==> config.mk <==
export PLATFORM = sky130hd
export DESIGN_NAME = midway8080_vram_cpu_port
export DESIGN_NICKNAME = d
export VERILOG_FILES = /design/src/rtl/midway8080_pkg.sv /design/src/rtl/midway8080_wr_fifo.sv /design/src/rtl/midway8080_vram_cpu_port.sv
export SDC_FILE = /design/constraint.sdc
export NUM_CORES = 1
export LEC_CHECK = 0
export CORE_MARGIN = 3
export CORE_UTILIZATION = 50
export CTS_BUF_LIST = sky130_fd_sc_hd__clkbuf_16
export DETAILED_ROUTE_END_ITERATION = 10
export GPL_ROUTABILITY_DRIVEN = 1
export PLACE_DENSITY = 0.78
export SLEW_MARGIN = 20
export SYNTH_ARGS = -nofsm -noshare
export SYNTH_HDL_FRONTEND = slang
export SYNTH_HIERARCHICAL = 1
export SYNTH_SLANG_ARGS = --single-unit
==> constraint.sdc <==
create_clock -name clk -period 4.8 [get_ports clk]
set_input_delay 0.72 -clock clk [delete_from_list [all_inputs] [get_ports clk]]
set_output_delay 0.72 -clock clk [all_outputs]
set_load 0.05 [all_outputs]
==> src/rtl/midway8080_pkg.sv <==
// Shared constants and FSM encoding for the Midway 8080 video RAM CPU port.
// No logic; no latency.
// No backpressure.
package midway8080_pkg;

    localparam logic [15:0] VRAM_BASE     = 16'h2400;
    localparam logic [15:0] VRAM_LAST     = 16'h3FFF;
    localparam int          VRAM_BYTES    = 7168;
    localparam int          VRAM_COLS     = 224;
    localparam int          BYTES_PER_COL = 32;

    typedef enum logic [2:0] {
        ST_IDLE     = 3'd0,
        ST_RD_ISSUE = 3'd1,
        ST_RD_DATA  = 3'd2,
        ST_RD_DONE  = 3'd3,
        ST_WR_DONE  = 3'd4
    } cpu_state_e;

endpackage

==> src/rtl/midway8080_wr_fifo.sv <==
// Synchronous write-buffer FIFO holding {ram address, data} entries.
// Latency: a pushed entry is visible at the head on the next cycle.
// Backpressure: full_o/empty_o; callers never push when full or pop when empty.
module midway8080_wr_fifo #(
    parameter int W     = 21,
    parameter int DEPTH = 4
) (
    input  logic                     clk,
    input  logic                     reset_n,
    input  logic                     push_i,
    input  logic [W-1:0]             wdata_i,
    input  logic                     pop_i,
    output logic [W-1:0]             rdata_o,
    output logic                     full_o,
    output logic                     empty_o,
    output logic [$clog2(DEPTH):0]   level_o
);

    localparam int AW = $clog2(DEPTH);
    localparam int LW = AW + 1;

    logic [W-1:0]  mem_q [DEPTH];
    logic [AW-1:0] wr_ptr_q;
    logic [AW-1:0] rd_ptr_q;
    logic [LW-1:0] cnt_q;
    logic          do_push;
    logic          do_pop;

    assign full_o  = (cnt_q == LW'(DEPTH));
    assign empty_o = (cnt_q == '0);
    assign level_o = cnt_q;
    assign rdata_o = mem_q[rd_ptr_q];
    assign do_push = push_i && !full_o;
    assign do_pop  = pop_i && !empty_o;

    always_ff @(posedge clk or negedge reset_n) begin
        if (!reset_n) begin
            wr_ptr_q <= '0;
            rd_ptr_q <= '0;
            cnt_q    <= '0;
        end else begin
            if (do_push) wr_ptr_q <= wr_ptr_q + 1'b1;
            if (do_pop)  rd_ptr_q <= rd_ptr_q + 1'b1;
            case ({do_push, do_pop})
                2'b10:   cnt_q <= cnt_q + 1'b1;
                2'b01:   cnt_q <= cnt_q - 1'b1;
                default: cnt_q <= cnt_q;
            endcase
        end
    end

    // Storage needs no reset: the pointers alone define what is valid.
    always_ff @(posedge clk) begin
        if (do_push) mem_q[wr_ptr_q] <= wdata_i;
    end

endmodule

==> src/rtl/midway8080_vram_cpu_port.sv <==
// CPU side of the shared video RAM: buffered writes, blocking reads, scanout first.
// Latency: writes complete same cycle (drain next cycle); in-range reads >=1 cycle.
// Backpressure: cpu_ready held low while the write FIFO is full or the RAM is busy.
module midway8080_vram_cpu_port #(
    parameter int          FIFO_DEPTH = 4,
    parameter logic [15:0] VRAM_BASE  = midway8080_pkg::VRAM_BASE,
    parameter logic [15:0] VRAM_LAST  = midway8080_pkg::VRAM_LAST,
    parameter int          RAM_AW     = 13
) (
    input  logic                          clk,
    input  logic                          reset_n,
    input  logic [15:0]                   cpu_addr,
    input  logic [7:0]                    cpu_wdata,
    input  logic                          cpu_wr,
    input  logic                          cpu_rd,
    output logic [7:0]                    cpu_rdata,
    output logic                          cpu_ready,
    output logic                          cpu_vram_hit,
    input  logic                          scan_req,
    input  logic [RAM_AW-1:0]             scan_addr,
    output logic [7:0]                    scan_data,
    output logic                          scan_valid,
    output logic [RAM_AW-1:0]             ram_addr,
    output logic [7:0]                    ram_wdata,
    output logic                          ram_we,
    input  logic [7:0]                    ram_rdata,
    output logic [$clog2(FIFO_DEPTH):0]   fifo_level
);

    import midway8080_pkg::*;

    localparam int EW = RAM_AW + 8;

    cpu_state_e        state_q;
    logic              miss_q;
    logic [7:0]        rdata_q;
    logic              scan_valid_q;
    logic [RAM_AW-1:0] offset;
    logic [EW-1:0]     head;
    logic              fifo_full;
    logic              fifo_empty;
    logic              fifo_push;
    logic              fifo_pop;
    logic              rd_issue;
    logic              wr_accept;

    assign cpu_vram_hit = (cpu_addr >= VRAM_BASE) && (cpu_addr <= VRAM_LAST);
    assign offset       = RAM_AW'(cpu_addr - VRAM_BASE);

    // Out-of-range writes complete immediately and never reach the FIFO.
    assign wr_accept = (state_q == ST_IDLE) && cpu_wr && (!cpu_vram_hit || !fifo_full);
    assign fifo_push = wr_accept && cpu_vram_hit;
    assign fifo_pop  = !scan_req && !fifo_empty;
    assign rd_issue  = (state_q == ST_RD_ISSUE) && !scan_req && fifo_empty;

    midway8080_wr_fifo #(
        .W     (EW),
        .DEPTH (FIFO_DEPTH)
    ) u_wr_fifo (
        .clk     (clk),
        .reset_n (reset_n),
        .push_i  (fifo_push),
        .wdata_i ({offset, cpu_wdata}),
        .pop_i   (fifo_pop),
        .rdata_o (head),
        .full_o  (fifo_full),
        .empty_o (fifo_empty),
        .level_o (fifo_level)
    );

    assign ram_addr  = scan_req    ? scan_addr :
                       !fifo_empty ? head[EW-1:8] :
                       rd_issue    ? offset : '0;
    assign ram_wdata = fifo_pop ? head[7:0] : 8'h00;
    assign ram_we    = fifo_pop;

    assign scan_valid = scan_valid_q;
    assign scan_data  = scan_valid_q ? ram_rdata : 8'h00;

    assign cpu_rdata = (state_q == ST_RD_DATA) ? (miss_q ? 8'h00 : ram_rdata) : rdata_q;
    assign cpu_ready = wr_accept || (state_q == ST_RD_DATA);

    always_ff @(posedge clk or negedge reset_n) begin
        if (!reset_n) begin
            scan_valid_q <= 1'b0;
        end else begin
            scan_valid_q <= scan_req;
        end
    end

    // Each request level gets exactly one completion; the DONE states wait for it to drop.
    always_ff @(posedge clk or negedge reset_n) begin
        if (!reset_n) begin
            state_q <= ST_IDLE;
            miss_q  <= 1'b0;
            rdata_q <= 8'h00;
        end else begin
            case (state_q)
                ST_IDLE: begin
                    if (cpu_wr) begin
                        if (wr_accept) state_q <= ST_WR_DONE;
                    end else if (cpu_rd) begin
                        miss_q  <= !cpu_vram_hit;
                        state_q <= cpu_vram_hit ? ST_RD_ISSUE : ST_RD_DATA;
                    end
                end
                ST_RD_ISSUE: if (rd_issue) state_q <= ST_RD_DATA;
                ST_RD_DATA: begin
                    rdata_q <= cpu_rdata;
                    state_q <= ST_RD_DONE;
                end
                ST_RD_DONE:  if (!cpu_rd) state_q <= ST_IDLE;
                ST_WR_DONE:  if (!cpu_wr) state_q <= ST_IDLE;
                default:     state_q <= ST_IDLE;
            endcase
        end
    end

endmodule

# Word level (Yosys, flattened, before mapping)
# Memory sizes are Yosys's and may differ from the RTL's.
# Cells that the tools add are included.
# op_classes
n_addsub	5
n_lt_le_gt_ge	2
n_eq_ne	12
n_mux	18
bitwise_logic	1
n_reduce_logical	20
# op_table
op	count
$mux W13	3
$mux W8	4
$mux W3	6
$ge A16 B14 Y1 const B	1
$le A16 B14 Y1 const B	1
$pmux W3 S5	1
$sub A13 B11 Y13 const B	1
$logic_and A1 B1 Y1	9
$eq A3 B2 Y1 const B	2
$eq A3 B3 Y1 const B	2
$logic_not A3 Y1	2
$ne A2 B2 Y1 const B	3
$ne A3 B3 Y1 const B	2
$pmux W3 S2	1
$reduce_and A5 Y1	1
$add A2 B1 Y2 const B	2
$logic_not A1 Y1	4
$add A3 B1 Y3 const B	1
$eq A3 B1 Y1 const B	1
$reduce_and A3 Y1	1
$sub A3 B1 Y3 const B	1
$eq A2 B1 Y1 const B	1
$eq A2 B2 Y1 const B	1
$logic_or A1 B1 Y1	2
4 further kinds	5
# word_totals
register_bits	20
ramBits	84
input_bits	50
output_inout_bits	44
elab_cells	66
memories	1
# mem_list
name	depth	word_bits	read_ports	rd_ports_with_merged_regs	wr	line_no	text
u_wr_fifo.mem_q	4	21	1	0	1	midway8080_wr_fifo.sv:22	logic [W-1:0] mem_q [DEPTH];

# Depth between registers and ports, before layout
# Gate-level depths: netlist of the first run.
# logic_depth
depth_word	9
ltp_mapped	14

# Hierarchy
# The synthesis of the first run kept the hierarchy.
# modules_own_cells
module	instances	cells_per_inst	area_each_um2	seq_area_each_um2
midway8080_wr_fifo	1	147	3493.4	2697.6
midway8080_vram_cpu_port	1	155	1148.6	325.3

# Worst setup path before layout of the first run
# No wires, ideal clock.
# synth_timing
kind	input port to output port
start	in cpu_addr[11]
end	out cpu_ready
arrival_ps	2633
t_required_ps	4080
slack_ps	1447
cell_stages	6
path_buffers	0
cell_sequence	inv_1 -> ha_1 -> nor4b_2 -> a311oi_1 -> nor2_1 -> o31ai_1
# synth_between
elab_chain_len	6
# synth_rtl
item	line_no	text
start: declaration	midway8080_vram_cpu_port.sv:12	input logic [15:0] cpu_addr,
$ge A16 B14 Y1 or $le A16 B14 Y1 (tied branches)	midway8080_vram_cpu_port.sv:47	assign cpu_vram_hit = (cpu_addr >= VRAM_BASE) && (cpu_addr <= VRAM_LAST);
$logic_and A1 B1 Y1 *	midway8080_vram_cpu_port.sv:47	
$logic_not A1 Y1 *	midway8080_vram_cpu_port.sv:51	assign wr_accept = (state_q == ST_IDLE) && cpu_wr && (!cpu_vram_hit || !fifo_full);
$logic_or A1 B1 Y1 *	midway8080_vram_cpu_port.sv:51	
$logic_and A1 B1 Y1 *	midway8080_vram_cpu_port.sv:51	
$logic_or A1 B1 Y1 *	midway8080_vram_cpu_port.sv:81	assign cpu_ready = wr_accept || (state_q == ST_RD_DATA);
end: declaration	midway8080_vram_cpu_port.sv:17	output logic cpu_ready,
# Every way passes the cells marked *; elsewhere a longest branch is shown, timed or not.

# Worst setup path in the final report of the first run
# Ends and elaborated chain as after synthesis.

==> results of run 1 <==
## final timing paths
kind,slack (ns),cells after the start,startpoint,to
max,0.82,8,cpu_addr[11],cpu_ready
min,0.48,2,rdata_q[3],rdata_q[3]
max reg2reg,2.18,9,u_wr_fifo/level_o[0],u_wr_fifo/level_o[2]
min reg2reg,0.48,2,rdata_q[3],rdata_q[3]
max in group asynchronous,3.34,1,reset_n,u_wr_fifo/wr_ptr_q[1]
min in group asynchronous,0.90,1,reset_n,rdata_q[0]
## sequential cells by signal, summed over array words and instances, names as in the netlist
register	cells
scan_valid	1
miss_q	1
u_wr_fifo/mem_q	84
rdata_q	8
u_wr_fifo/wr_ptr_q	2
state_q	3
u_wr_fifo/level_o	3
u_wr_fifo/rd_ptr_q	2
## layer usage
metal  vias to the layer above  wire length, µm  track usage (%)
met5                         -                0                0
met4                         0               81             5.65
met3                         6              604             5.39
met2                        98             4810             32.0
met1                      1400             4000             24.3
li1                       1343                -                -
## area by class of cell
cell class | instances | area share [%]
repair buffers | 102 | 16.7
clock buffers | 9 | 3.76
flip-flops and latches | 104 | 50.5
well taps | 108 | 2.26
clock inverters | 7 | 1.67
multi-input cells | 168 | 24.1
inverters | 16 | 1.00
## critical path, cell delays in order
cell and delay [ns]:
clkdlybuf4s50_1 0.45, inv_1 0.06, ha_1 0.18, nor4b_2 0.17
a311oi_1 0.45, nor2_1 0.15, o31ai_1 0.23, clkdlybuf4s50_1 0.85
## through the flow
step | area, µm² | instances | worst slack, ns | hold slack [ns] | utilization (%)
finish | 5990 | 514 | 0.823 | 0.480 | 67.6
floorplan | 4640 | 302 | 1.45 | 0.424 | -
global route | 5990 | 514 | 0.706 | 0.505 | 67.6
global placement | 5660 | 498 | 0.901 | 0.459 | 64.0
detailed placement | 5660 | 498 | 0.869 | 0.468 | 64.0
CTS | 5990 | 514 | 0.834 | 0.485 | 67.6
## cells in the final DEF (no fill, tap or decap), types with 5 or more instances in the layout
| master | Yosys | routed |
|---|---|---|
| inv_1 | 14 | 14 |
| o21ai_0 | 5 | 5 |
| edfxtp_1 | 84 | 84 |
| ha_1 | 7 | 7 |
| and2_1 | 21 | 21 |
| o21ai_1 | 26 | 26 |
| nand2b_1 | 8 | 8 |
| a22oi_1 | 13 | 13 |
| nor2_1 | 7 | 7 |
| clkbuf_16 | 0 | 9 |
| mux4_2 | 18 | 18 |
| clkdlybuf4s50_1 | 0 | 93 |
| dfrtp_1 | 20 | 20 |
| nand2_1 | 25 | 25 |
| buf_4 | 0 | 9 |
## power groups by stage
stage	logic, W	registers [W]	clock network [W]
2_1_floorplan	0.00100	0.00117	0
3_3_place_gp	0.00134	0.00117	0
3_5_place_dp	0.00137	0.00118	0
4_1_cts	0.00137	0.00116	0.000801
5_1_grt	0.00145	0.00118	0.000838
6_report	0.00136	0.00116	0.000787
## kinds of logic (layout without fill, tap and decap cells)
| logic type | Yosys count | in the layout | synth area share, % |
|---|---|---|---|
| adders and majority gates | 8 | 8 | 2.32 |
| and+or+nand+nor | 74 | 74 | 9.11 |
| buffers and inverters | 30 | 134 | 3.77 |
| AOI/OAI and AO/OA | 55 | 55 | 7.14 |
| muxes | 24 | 24 | 11.2 |
| xor gates and xnor gates | 7 | 7 | 1.32 |
| DFF | 104 | 104 | 65.1 |
==> out/qor.txt, run 1 <==
crit path kind: input port to output pin
Hold WC Path Type: flop to flop
clk_lat worst skew: 0.34 ns
first-pass GRT wire length: 14.8 mm
Netlist cell types: 43
# hold bufs at CTS: 0
Clock Path Buffers: 2
num rows: 34
TritonRoute pass-1 iters: 4
gpl congestion: 0.871
Yosys top cell area share: 54.3%
critical path arrival: 3.26 ns
Fin Setup TNS: 0 ns
Max Clock Freq: 0.251 GHz
pwr dens: 552 nW/µm²
Fill cells: 638
initial DRC count: 215
area of the multi-input gates: 1440 µm²
DRT antenna net count: 0
core footprint: 8850 µm²
syn_nets: 360
final hold violation count: 0
count leader, synth: edfxtp_1
post-CTS setup buffer count: 0
Area Growth Syn to Fin: 28.9%
Setup crit start kind: input port
worst slew pin tran: 0.915 ns
share of layout cells above drive strength 1: 13.1%
Leak: 2.14 nW
final net count: 459
vias per inst: 5.54
Total GRT Usage: 19.1%
largest net degree at the start of global routing: 29
GRT overflow: 0
Ports: 94
Reg clk slew, reported paths: 0.07 ns
Synth top cells by count: edfxtp_1, o21ai_1, nand2_1
Synth Instances: 302
Worst Path Required: 4.08 ns
Post-synth EDFFs: 84
total net switching power: 0.00122 W
die area: 10,500 µm²
synth warn: 6
htree depth: 3
RSZ-0062 raised after global routing: no
part of the power in the clock network: 23.8%
Tot Pwr: 0.00330 W
Clock Root Buffer: clkbuf_16
# clock sinks: 104
die width: 102 µm
switching share of power: 36.9%
Worst Path Max Fanout: 3
Internal: 0.00208 W
mean routed wirelength per cell: 18.5 µm
Die H: 102 µm
vias: 2,847
Crit. End Element: output pin
sequential share of the synthesized area: 65.1%
Port Buffers: 93
skew final: 0.00812 ns
syn avg cell area: 15.4 µm²
maxcap violations: 0
Max-slew headroom: 38.8%
TritonCTS Buffers: 9
vias in the first global route: 2,862
leading post-synthesis cells by cell area: edfxtp_1, dfrtp_1, mux4_2
post-detail-place hpwl: 6.48 mm
status: finished clean
worst vdd ir: 0.000279 V
combinational group share of total power: 41.1%
Pins Over Slew Limit: 0
sequential share of power: 35.0%
Top FF cell, synth: edfxtp_1
initial antenna violation count: 0
Async S/R FF share, synth: 19.2%
Reg area: 3020 µm²
Initial Util: 52.5%
final setup vio count: 0
diode count: 0
post-synth top area cell: edfxtp_1
Seq cells post-synth: 104
CTS resizes: 0
min cycle time layout: 3.98 ns
CTS tree: built
synthesized cell area: 4640 µm²
final WL: 9.49 mm
Tcrit/Tclk final: 82.9%
DR DRC count: 0
Note: power is estimated with default switching activity, not from simulation.
==> run 2: changes to the inputs <==
--- a/config.mk
+++ b/config.mk
@@ -6,11 +6,11 @@
 export NUM_CORES = 1
 export LEC_CHECK = 0
 export CORE_MARGIN = 3
-export CORE_UTILIZATION = 50
+export CORE_UTILIZATION = 46
 export CTS_BUF_LIST = sky130_fd_sc_hd__clkbuf_16
 export DETAILED_ROUTE_END_ITERATION = 10
 export GPL_ROUTABILITY_DRIVEN = 1
-export PLACE_DENSITY = 0.78
+export PLACE_DENSITY = 0.76
 export SLEW_MARGIN = 20
 export SYNTH_ARGS = -nofsm -noshare
 export SYNTH_HDL_FRONTEND = slang
==> constraint.sdc (replaced) <==
create_clock -name clk -period 3.6 [get_ports clk]
set_input_delay 0.54 -clock clk [delete_from_list [all_inputs] [get_ports clk]]
set_output_delay 0.54 -clock clk [all_outputs]
set_load 0.05 [all_outputs]
==> run 2 against run 1 <==
Routed wire length grew 2.4%. Power is 38% higher. Via count down 1.5%. Global-route usage decreased by 0.53 points. Setup slack worse by 0.47 ns. Clock power grew 24%. Critical path depth shrank 1. Critical endpoint is now ram_addr[10].
==> out/qor.txt, run 2 (synthesis gave the netlist of run 1 again) <==
DR DRC count: 0 (unchanged)
final setup vio count: 0 (unchanged)
Clock Path Buffers: 2 (unchanged)
worst path buffer plus inverter count: 3 (unchanged)
Setup crit start kind: flop
die width: 106 µm (+4.0%)
Fill cells: 704 (+10%)
Total GRT Usage: 18.5% (-0.53 points)
GRT overflow: 0 (unchanged)
Area Growth Syn to Fin: 34.7%
Tcrit/Tclk final: 90.2%
die area: 11,300 µm² (+8.2%)
fin area: 6250 µm² (+4.5%)
gpl congestion: 0.740 (-15%)
Crit. End Element: output pin
CTS tree: built
first-pass GRT wire length: 16.0 mm (+8.5%)
Regs by FF count: u_wr_fifo/mem_q: 84 flops, rdata_q: 8 flops
Max-slew headroom: 41.2% (+2.3 points)
share of layout cells above drive strength 1: 19.5% (+6.5 points)
initial DRC count: 147 (-32%)
crit-path leading delay family: buffers and inverters
status: finished clean
Worst Path Max Fanout: 14 (+11)
crit path kind: flop to output pin
critical path arrival: 2.71 ns (-0.55 ns)
Max Clock Freq: 0.308 GHz
final WL: 9.72 mm (+2.4%)
maxcap violations: 0 (unchanged)
delay of the slowest critical-path stage: 0.49 ns (-0.36 ns)
# clock sinks: 104 (unchanged)
mean routed wirelength per cell: 17.9 µm (-3.1%)
Initial Util: 47.5% (-5.0 points)
pwr dens: 729 nW/µm² (+32%)
num rows: 36 (+5.9%)
initial antenna violation count: 0 (unchanged)
clk_lat worst skew: 0.34 ns (about the same)
core footprint: 9770 µm² (+10%)
largest net degree at the start of global routing: 29 (unchanged)
commonest non-fill, non-tap cell in the layout: edfxtp_1
CTS resizes: 0 (unchanged)
Most flops, register: u_wr_fifo/mem_q
# hold bufs at CTS: 0 (unchanged)
worst vdd ir: 0.000377 V (+35%)
post-detail-place hpwl: 6.83 mm (+5.5%)
worst slew pin tran: 0.880 ns (-0.0350 ns)
vias: 2,805 (-1.5%)
post-CTS setup buffer count: 0 (unchanged)
final hold violation count: 0 (unchanged)
Fin Setup TNS: 0 ns (unchanged)
vias in the first global route: 3,017 (+5.4%)
Worst path slowest cell: nor3_1
DRT antenna net count: 0 (unchanged)
final net count: 463 (+0.87%)
most frequent cells in the layout: edfxtp_1, clkdlybuf4s50_1, o21ai_1, nand2_1, buf_12
CP Cell Sequence: nor3_1, inv_1, nor2_1, buf_4, a22oi_1, o21ai_0, buf_12
max reg flops: 84 (unchanged)
Port Buffers: 93 (unchanged)
min cycle time layout: 3.25 ns
htree depth: 3 (unchanged)
Ports: 94 (unchanged)
Hold WC Path Type: flop to flop
Die H: 106 µm (+4.0%)
vias per inst: 5.17 (-6.7%)
Reg clk slew, reported paths: 0.07 ns (about the same)
skew final: 0.00864 ns (+0.000519 ns)
Pins Over Slew Limit: 0 (unchanged)
Worst Path Required: 3.06 ns (-1.02 ns)
RSZ-0062 raised after global routing: no
TritonRoute pass-1 iters: 4 (unchanged)
Tot Pwr: 0.00456 W (+38%)
diode count: 0 (unchanged)
Clock Root Buffer: clkbuf_16
TritonCTS Buffers: 9 (unchanged)
Leak: 2.27 nW (+6.0%)
Placed Area: 5950 µm² (+5.1%)
-- run 2: cell count changes in the layout (fill, tap and decap cells not counted), moves of 2 or more --
cell             previous run  this run
clkdlybuf4s50_1            93        69
buf_12                      0        23
buf_4                       9        14
inv_6                       3         1
-- run 2: cell type report --
class / count / area [µm²] / area share, %
clock buffer: 9 / 225 / 3.60
clock inverter: 7 / 78.8 / 1.26
inverter: 16 / 60.1 / 0.960
multi-input combinational: 168 / 1440 / 23.1
sequential: 104 / 3020 / 48.3
tap: 133 / 166 / 2.66
timing repair buffer: 106 / 1260 / 20.1
-- run 2: per-stage QoR --
step           hold WS, ns  cells  setup WS [ns]  util, %
3_5_place_dp         0.473    527          0.191     60.9
3_3_place_gp         0.462    527          0.248     60.9
4_1_cts              0.490    543          0.304     64.0
5_1_grt              0.524    543          0.107     64.0
6_report             0.486    543          0.354     64.0
2_1_floorplan        0.244    302          0.469        -
-- run 2: worst min-delay path: stages, from the launching register on --
cell     delay (ns)
dfrtp_1        0.32
nand2_1        0.05
o21ai_1        0.07
-- run 2: per-layer routing --
metal  vias to the layer above  part of all wire (%)  track usage [%]  wire length (µm)
met4                         0                  0.91             5.30                88
met3                         9                   7.1             4.37               688
li1                       1348                     -                -                 -
met5                         -                     0                0                 0
met2                        99                    50             31.7              4880
met1                      1349                    42             23.7              4070
-- run 2: path summary, 6_finish.rpt --
check	start	to	slack, ns	cells after the start
max in group asynchronous	reset_n	rdata_q[2]	2.36	1
min reg2reg	rdata_q[3]	rdata_q[3]	0.49	2
max	u_wr_fifo/level_o[0]	ram_addr[10]	0.35	7
min	rdata_q[3]	rdata_q[3]	0.49	2
min in group asynchronous	reset_n	rdata_q[4]	0.70	1
max reg2reg	state_q[0]	u_wr_fifo/level_o[1]	1.22	9
-- run 2: power breakdown --
part           leakage, nW  switching (W)  internal, W
clock network        0.146       0.000426     0.000546
registers             1.00       0.000121      0.00141
logic                 1.12        0.00113     0.000927
total                 2.27        0.00167      0.00288
